### src/rtl/virtual_uart_fifo.sv
// virtual_uart_fifo: AXI4-Lite virtual UART with buffered TX/RX byte FIFOs and threshold interrupts.
//   clock_i, reset_ni     : system clock, asynchronous active-low reset
//   int_core_o/int_xdma_o : registered interrupts to the core and to the host (XDMA)
//   int_ack_i[1:0]        : pulse acknowledges, [0] core pending, [1] xdma pending
//   s_axilite_*           : AXI4-Lite slave (AW/W/B write, AR/R read), offsets decoded on addr[4:2]
module virtual_uart_fifo #(
    parameter int         ADDR_WIDTH    = 32,
    parameter int         DATA_WIDTH    = 32,
    parameter int         TX_DEPTH      = 16,
    parameter int         RX_DEPTH      = 16,
    parameter logic [7:0] RX_THRESH_RST = 8'd1
) (
    input  logic                      clock_i,
    input  logic                      reset_ni,
    output logic                      int_core_o,
    output logic                      int_xdma_o,
    input  logic [1:0]                int_ack_i,
    input  logic [ADDR_WIDTH-1:0]     s_axilite_awaddr,
    input  logic [2:0]                s_axilite_awprot,
    input  logic                      s_axilite_awvalid,
    output logic                      s_axilite_awready,
    input  logic [DATA_WIDTH-1:0]     s_axilite_wdata,
    input  logic [DATA_WIDTH/8-1:0]   s_axilite_wstrb,
    input  logic                      s_axilite_wvalid,
    output logic                      s_axilite_wready,
    output logic [1:0]                s_axilite_bresp,
    output logic                      s_axilite_bvalid,
    input  logic                      s_axilite_bready,
    input  logic [ADDR_WIDTH-1:0]     s_axilite_araddr,
    input  logic [2:0]                s_axilite_arprot,
    input  logic                      s_axilite_arvalid,
    output logic                      s_axilite_arready,
    output logic [DATA_WIDTH-1:0]     s_axilite_rdata,
    output logic [1:0]                s_axilite_rresp,
    output logic                      s_axilite_rvalid,
    input  logic                      s_axilite_rready
);
    localparam int TAW = $clog2(TX_DEPTH);
    localparam int RAW = $clog2(RX_DEPTH);
    localparam logic [2:0] A_RX_POP  = 3'd0;
    localparam logic [2:0] A_TX_PUSH = 3'd1;
    localparam logic [2:0] A_STATUS  = 3'd2;
    localparam logic [2:0] A_CTRL    = 3'd3;
    localparam logic [2:0] A_TX_POP  = 3'd4;
    localparam logic [2:0] A_RX_PUSH = 3'd5;
    localparam logic [2:0] A_IRQ_ACK = 3'd6;
    localparam logic [1:0] OKAY      = 2'b00;
    localparam logic [1:0] SLVERR    = 2'b10;

    typedef enum logic {IDLE, RESP} state_t;

    state_t         wstate, rstate;
    logic           aw_held, w_held;
    logic [2:0]     waddr;
    logic [15:0]    wdata_q;
    logic [1:0]     wstrb_q;
    logic [7:0]     tx_mem [TX_DEPTH];
    logic [7:0]     rx_mem [RX_DEPTH];
    logic [TAW-1:0] tx_wp, tx_rp;
    logic [RAW-1:0] rx_wp, rx_rp;
    logic [TAW:0]   tx_count;
    logic [RAW:0]   rx_count;
    logic           tx_ovf, rx_ovf;
    logic [7:0]     rx_thresh;
    logic           xdma_ien, core_ien;
    logic           core_pend, xdma_pend;

    logic           do_write, ar_hs;
    logic [2:0]     raddr;
    logic           tx_full, tx_empty, rx_full, rx_empty;
    logic           tx_push_req, rx_push_req, tx_push, rx_push, tx_pop, rx_pop;
    logic           ack_core, ack_xdma, ack_ovf, core_cond;
    logic [7:0]     thr_eff;
    logic [1:0]     bresp_next;
    logic [31:0]    rd_data;
    logic           rd_err;

    // Only addr[4:2], the low data byte pair and wstrb[1:0] carry meaning.
    logic unused_ok;
    assign unused_ok = ^{s_axilite_awaddr[ADDR_WIDTH-1:5], s_axilite_awaddr[1:0], s_axilite_awprot,
                         s_axilite_araddr[ADDR_WIDTH-1:5], s_axilite_araddr[1:0], s_axilite_arprot,
                         s_axilite_wdata[DATA_WIDTH-1:16], s_axilite_wstrb[DATA_WIDTH/8-1:2]};

    // The register effect fires once both AW and W have been captured.
    assign do_write = (wstate == IDLE) && aw_held && w_held;
    assign ar_hs    = (rstate == IDLE) && s_axilite_arvalid && s_axilite_arready;
    assign raddr    = s_axilite_araddr[4:2];

    // Fullness uses the pre-cycle count, so a pop in the same cycle cannot make room.
    assign tx_full  = tx_count == (TAW+1)'(TX_DEPTH);
    assign rx_full  = rx_count == (RAW+1)'(RX_DEPTH);
    assign tx_empty = tx_count == '0;
    assign rx_empty = rx_count == '0;

    assign tx_push_req = do_write && waddr == A_TX_PUSH && wstrb_q[0];
    assign rx_push_req = do_write && waddr == A_RX_PUSH && wstrb_q[0];
    assign tx_push     = tx_push_req && !tx_full;
    assign rx_push     = rx_push_req && !rx_full;
    assign tx_pop      = ar_hs && raddr == A_TX_POP && !tx_empty;
    assign rx_pop      = ar_hs && raddr == A_RX_POP && !rx_empty;

    assign ack_core  = int_ack_i[0] || (do_write && waddr == A_IRQ_ACK && wdata_q[0]);
    assign ack_xdma  = int_ack_i[1] || (do_write && waddr == A_IRQ_ACK && wdata_q[1]);
    assign ack_ovf   = do_write && waddr == A_IRQ_ACK && wdata_q[2];
    assign thr_eff   = rx_thresh == 8'd0 ? 8'd1 : rx_thresh;
    assign core_cond = 8'(rx_count) >= thr_eff;

    always_comb begin
        bresp_next = (waddr == A_TX_PUSH || waddr == A_CTRL || waddr == A_RX_PUSH || waddr == A_IRQ_ACK)
                     && !(tx_push_req && tx_full) && !(rx_push_req && rx_full) ? OKAY : SLVERR;
    end

    // Popping an empty FIFO reports empty with a zero byte rather than stale memory.
    always_comb begin
        rd_err  = !(raddr == A_RX_POP || raddr == A_STATUS || raddr == A_CTRL || raddr == A_TX_POP);
        rd_data = raddr == A_RX_POP ? {rx_empty, 23'b0, rx_empty ? 8'h00 : rx_mem[rx_rp]} :
                  raddr == A_TX_POP ? {tx_empty, 23'b0, tx_empty ? 8'h00 : tx_mem[tx_rp]} :
                  raddr == A_STATUS ? {tx_ovf, rx_ovf, 6'b0, 8'(tx_count), 8'(rx_count), 6'b0, tx_full, rx_full} :
                  raddr == A_CTRL   ? {16'b0, rx_thresh, 6'b0, xdma_ien, core_ien} : 32'h0;
    end

    always_ff @(posedge clock_i or negedge reset_ni) begin
        if (!reset_ni) begin
            wstate            <= IDLE;
            s_axilite_awready <= 1'b0;
            s_axilite_wready  <= 1'b0;
            s_axilite_bvalid  <= 1'b0;
            s_axilite_bresp   <= OKAY;
            aw_held           <= 1'b0;
            w_held            <= 1'b0;
            waddr             <= '0;
            wdata_q           <= '0;
            wstrb_q           <= '0;
        end else if (wstate == IDLE) begin
            if (do_write) begin
                aw_held          <= 1'b0;
                w_held           <= 1'b0;
                s_axilite_bvalid <= 1'b1;
                s_axilite_bresp  <= bresp_next;
                wstate           <= RESP;
            end else begin
                if (s_axilite_awvalid && s_axilite_awready) begin
                    aw_held           <= 1'b1;
                    waddr             <= s_axilite_awaddr[4:2];
                    s_axilite_awready <= 1'b0;
                end else if (!aw_held) begin
                    s_axilite_awready <= 1'b1;
                end
                if (s_axilite_wvalid && s_axilite_wready) begin
                    w_held           <= 1'b1;
                    wdata_q          <= s_axilite_wdata[15:0];
                    wstrb_q          <= s_axilite_wstrb[1:0];
                    s_axilite_wready <= 1'b0;
                end else if (!w_held) begin
                    s_axilite_wready <= 1'b1;
                end
            end
        end else if (s_axilite_bready) begin
            s_axilite_bvalid  <= 1'b0;
            s_axilite_awready <= 1'b1;
            s_axilite_wready  <= 1'b1;
            wstate            <= IDLE;
        end
    end

    always_ff @(posedge clock_i or negedge reset_ni) begin
        if (!reset_ni) begin
            rstate            <= IDLE;
            s_axilite_arready <= 1'b0;
            s_axilite_rvalid  <= 1'b0;
            s_axilite_rdata   <= '0;
            s_axilite_rresp   <= OKAY;
        end else if (rstate == IDLE) begin
            if (ar_hs) begin
                s_axilite_arready <= 1'b0;
                s_axilite_rvalid  <= 1'b1;
                s_axilite_rdata   <= rd_data;
                s_axilite_rresp   <= rd_err ? SLVERR : OKAY;
                rstate            <= RESP;
            end else begin
                s_axilite_arready <= 1'b1;
            end
        end else if (s_axilite_rready) begin
            s_axilite_rvalid  <= 1'b0;
            s_axilite_arready <= 1'b1;
            rstate            <= IDLE;
        end
    end

    // FIFO storage needs no reset: pointers and counts define validity.
    always_ff @(posedge clock_i) begin
        if (tx_push) tx_mem[tx_wp] <= wdata_q[7:0];
        if (rx_push) rx_mem[rx_wp] <= wdata_q[7:0];
    end

    always_ff @(posedge clock_i or negedge reset_ni) begin
        if (!reset_ni) begin
            tx_wp      <= '0;
            tx_rp      <= '0;
            rx_wp      <= '0;
            rx_rp      <= '0;
            tx_count   <= '0;
            rx_count   <= '0;
            tx_ovf     <= 1'b0;
            rx_ovf     <= 1'b0;
            rx_thresh  <= RX_THRESH_RST;
            xdma_ien   <= 1'b0;
            core_ien   <= 1'b0;
            core_pend  <= 1'b0;
            xdma_pend  <= 1'b0;
            int_core_o <= 1'b0;
            int_xdma_o <= 1'b0;
        end else begin
            if (tx_push) tx_wp <= tx_wp + TAW'(1);
            if (tx_pop)  tx_rp <= tx_rp + TAW'(1);
            if (rx_push) rx_wp <= rx_wp + RAW'(1);
            if (rx_pop)  rx_rp <= rx_rp + RAW'(1);
            tx_count <= tx_count + (TAW+1)'(tx_push) - (TAW+1)'(tx_pop);
            rx_count <= rx_count + (RAW+1)'(rx_push) - (RAW+1)'(rx_pop);
            // Set wins over clear for every sticky flag.
            tx_ovf    <= (tx_push_req && tx_full) || (tx_ovf && !ack_ovf);
            rx_ovf    <= (rx_push_req && rx_full) || (rx_ovf && !ack_ovf);
            core_pend <= core_cond || (core_pend && !ack_core);
            xdma_pend <= tx_push || (xdma_pend && !ack_xdma);
            if (do_write && waddr == A_CTRL && wstrb_q[1]) rx_thresh <= wdata_q[15:8];
            if (do_write && waddr == A_CTRL && wstrb_q[0]) {xdma_ien, core_ien} <= wdata_q[1:0];
            int_core_o <= core_pend && core_ien;
            int_xdma_o <= xdma_pend && xdma_ien;
        end
    end
endmodule

### config.mk
export PLATFORM = sky130hd
export DESIGN_NAME = virtual_uart_fifo
export DESIGN_NICKNAME = d
export VERILOG_FILES = /design/src/rtl/virtual_uart_fifo.sv
export SDC_FILE = /design/constraint.sdc
export NUM_CORES = 1
export LEC_CHECK = 0
export ABC_CLOCK_PERIOD_IN_PS = 3420
export CAP_MARGIN = 20
export CORE_AREA = 2 2 165 167
export CTS_CLUSTER_SIZE = 10
export DETAILED_ROUTE_END_ITERATION = 10
export DIE_AREA = 0 0 167 169
export GPL_TIMING_DRIVEN = 0
export PLACE_DENSITY = 0.88
export SLEW_MARGIN = 20
export SYNTH_ARGS = -nofsm -noshare
export SYNTH_HDL_FRONTEND = slang
export SYNTH_SLANG_ARGS = --single-unit
### constraint.sdc
create_clock -name clock_i -period 3.42 [get_ports clock_i]
set_input_delay 1.026 -clock clock_i [delete_from_list [all_inputs] [get_ports clock_i]]
set_output_delay 1.026 -clock clock_i [all_outputs]
set_load 0.05 [all_outputs]
==> out/results.tsv <==
stage	metric	value	unit
finish	antenna cells	0	
timing	Max Slew Vio Count	0	
worst_hold_path	hold crit path type	in2async	
synth	Post-Synth Adder-Cell Area	2.60	%
clock_network	clock-pin transition on the worst setup and hold timing paths	50	ps
synth	XOR/XNOR Fraction of Synth Area	1.21	%
critical_path	CP Cell Sequence	clkdlybuf4s50_1 -> and3b_2 -> nand3b_1 -> inv_2 -> buf_6 -> ha_1 -> inv_1 -> ha_1 -> inv_1 -> fa_1 -> inv_1 -> a21oi_1 -> nor2_1 -> nor2_1 -> xnor2_1	
placement	Placement Cell Area	15700	um2
drt	Initial DRC Count	888	
timing	Fin Clk Skew	15.8	ps
power	LEAKAGE	6.12	nW
critical_path	worst setup path start	s_axilite_arvalid	
synth	Mapped Area	14500	um2
flow_run	total of max-cap violations	0	
run_status	status	complete, no violations	
critical_path	crit path max-delay cell type	clkdlybuf4s50_1	
floorplanning	io pins	158	
critical_path	Worst setup SP type	input port	
timing	maximum clock rate	0.300	GHz
synth	simple logic cell fraction of the synthesized area	4.86	%
critical_path	reg2reg start	wstate$_DFF_PN0_	
floorplanning	# rows	60	
synth	Netlist cell types	53	
critical_path	delay-heaviest family, CP	buffers and inverters	
critical_path	Worst path depth	15	
critical_path	worst path buffer plus inverter count	6	
drt	DR vias	8108	
timing	final setup violation count	0	
floorplanning	CORE AREA	26500	um2
synth	register bit total from synthesis	353	
synth	multiplexer share of the synthesized area	14.9	%
synth	Syn. warnings	0	
floorplanning	die height	169	um
finish	P&R area growth vs syn	17.1	%
global_routing	first-pass GRT wire length	49700	um
power	Power Total	13.9	mW
finish	layout cells sized above 1	19.5	%
synth	FFs w/ async S/R, synth	27.5	%
synth	Post-synth EDFFs	256	
timing	final hold violations	0	
synth	main combinational cell family by area after synthesis	multiplexers	
critical_path	CP Max Fanout	10	
timing	actual slew at the worst max-slew pin	1100	ps
timing	final cycle utilization of the critical path	97.4	%
critical_path	Crit Path Category	in2reg	
placement	GPL Wtd Cong	0.824	
drt	drt wl/cell	24.5	um
critical_path	reg2reg path depth	15	
critical_path	CP endpoint kind	register	
global_routing	antenna violations before repair	0	
timing	Period minus WS final	3330	ps
floorplanning	Die ar.	28200	um2
critical_path	most used cell along the critical path	inv_1	
global_routing	gr ovfl total	0	
finish	Final Cell Area	17000	um2
clock_network	Root Buffer	clkbuf_16	
critical_path	FF-to-FF setup slack	190	ps
global_routing	Overall Global Routing Usage	23.2	%
timing	Rel. slew slack	26.8	%
clock_network	Max Root-Sink Buffers	3	
critical_path	R2R Path End	tx_count[4]$_DFF_PN0_	
critical_path	Critical Path Max Stage Delay	500	ps
finish	Layout Nets	1097	
clock_network	CTS Buf Count	41	
finish	FILL cells	1660	
drt	WL final	32500	um
power	Worst VDD drop	569	uV
drt	TritonRoute pass-1 iters	5	
synth	Mapped Avg Cell Area	17.5	um2
clock_network	H-tree Lvls	2	
synth	sequential area share after synthesis	69.6	%
clock_network	TritonCTS Sinks	353	
placement	DP HPWL	20700	um
global_routing	number of global-route vias before repair	8602	
synth	ys flop type	edfxtp_1	
floorplanning	Die X	167	um
timing	Fin Hold WS	453	ps
clock_network	CTS tree	yes	
global_routing	largest net degree at the start of global routing	54	
clock_network	Clk Latency, worst-skew pair	530	ps
power	power per cell area	816	nW/um2
critical_path	Req. time, crit path	3830	ps
critical_path	Worst Path Arrival	3740	ps
drt	antenna-violating nets left	0	
drt	DR DRC count	0	
drt	Via density	6.11	
timing	RSZ-0062 raised after global routing	false	
floorplanning	Starting Density	54.8	%
synth	synthesized instance count	829	
placement	input/output buffers	63	
synth	Synth Area in Compound Gates	3.87	%
==> area by class of cell <==
type	instances	area (um2)	share of cell area (%)
sequential	353	10100	59.5
multi-input combinational	407	4120	24.2
clock buffer	74	1190	7.01
timing repair buffer	71	701	4.12
tap	341	427	2.51
buffer	47	308	1.81
inverter	32	120	0.706
clock inverter	2	16.3	0.0956
==> per-stage QoR <==
| step | setup TNS, ps | util, % | setup WS (ps) | instances |
|---|---|---|---|---|
| 5_1_grt | 0 | 64.2 | 17.2 | 1327 |
| 3_3_place_gp | -223680 | 59.0 | -2310 | 1243 |
| 3_5_place_dp | -2340 | 59.4 | -593 | 1248 |
| 6_report | 0 | 64.2 | 88.2 | 1327 |
| 4_1_cts | 0 | 64.0 | 75.1 | 1325 |
| 2_1_floorplan | 0 | - | 377 | 839 |
==> worst max-delay path by stage <==
stage | slack (ps) | end
after floorplan | 380 | tx_count[4]$_DFF_PN0_
after global placement | -2310 | rx_wp[2]$_DFFE_PN0P_
after detailed placement | -590 | tx_count[4]$_DFF_PN0_
after CTS | 80 | tx_count[4]$_DFF_PN0_
after global routing | 20 | tx_count[4]$_DFF_PN0_
final | 90 | tx_count[4]$_DFF_PN0_
==> cell families (layout without fill, tap and decap cells) <==
group	after synthesis	after routing
xor gates and xnor gates	20	20
buffers and inverters	79	226
muxes	127	127
DFF	353	353
and+or+nand+nor	136	136
adders and majority gates	29	29
AOI/OAI and AO/OA	84	84
other	1	11
==> routing by layer <==
layer  part of all wire (%)  track usage, %
met5                      0               0
met4                    2.8            8.36
met3                    7.0            4.04
met2                     52            40.1
met1                     38            30.0
==> registers in the layout, summed over array words and instances (netlist names), 2 cells and up <==
register and count:
rx_mem 128, tx_mem 128, s_axilite_rdata 23, wdata_q 16, rx_thresh 8, rx_count 5, tx_count 5, rx_rp 4
rx_wp 4, tx_rp 4, tx_wp 4, waddr 3, wstrb_q 2
==> where the power goes <==
group          leakage (nW)  total (mW)  switching [mW]  internal [mW]
registers              3.52        6.51           0.952           5.56
clock network         0.571        3.95            1.61           2.34
logic                  2.02        3.43            1.87           1.56
total                  6.12        13.9            4.42           9.46
==> Yosys cell counts, types with 8 or more instances <==
library cell  instances  area share, %
a211oi_1              8           0.41
a21oi_1              21           0.72
a22o_1                8           0.48
buf_4                13           0.67
clkbuf_1             12           0.31
dfrtp_1              96             17
edfxtp_1            256             53
ha_1                 27            2.3
inv_1                31           0.80
mux2_2               34            2.6
mux2i_1              30            2.1
mux4_1               16            2.9
mux4_2               47            7.3
nand2_1              37           0.96
nand2b_1              8           0.34
nor2_1               32           0.83
nor2b_1              10           0.43
nor3_1                9           0.31
o21ai_0              18           0.62
xnor2_1              16           0.96
==> placed cells by master (no fill, tap or decap), types with 5 or more instances in the layout <==
master / instances
o21ai_0: 18
nor2b_1: 10
mux4_1: 16
clkbuf_16: 43
dfrtp_1: 89
inv_1: 30
nor3_2: 8
xnor2_1: 16
a22o_1: 8
clkdlybuf4s50_1: 61
edfxtp_1: 256
a21o_1: 6
buf_6: 6
and2_1: 6
ha_1: 27
nand2b_1: 8
a221o_1: 6
conb_1: 11
nand3_1: 7
mux4_2: 47
nand3b_1: 5
dfrtp_2: 7
nor2_1: 30
buf_2: 11
o22ai_1: 7
mux2_2: 34
a211oi_1: 8
buf_4: 16
nand2_1: 37
mux2i_1: 30
a21oi_1: 21
buf_1: 7
clkbuf_1: 43
==> timing repair <==
action / 4_1_cts / 5_1_grt
hold buffers: 0 / 0
setup buffers: 1 / 2
gates resized for setup: 1 / 8
pin swaps: 0 / 1
setup endpoints to repair: 1 / 2
Power figures use the tool's default switching activity.
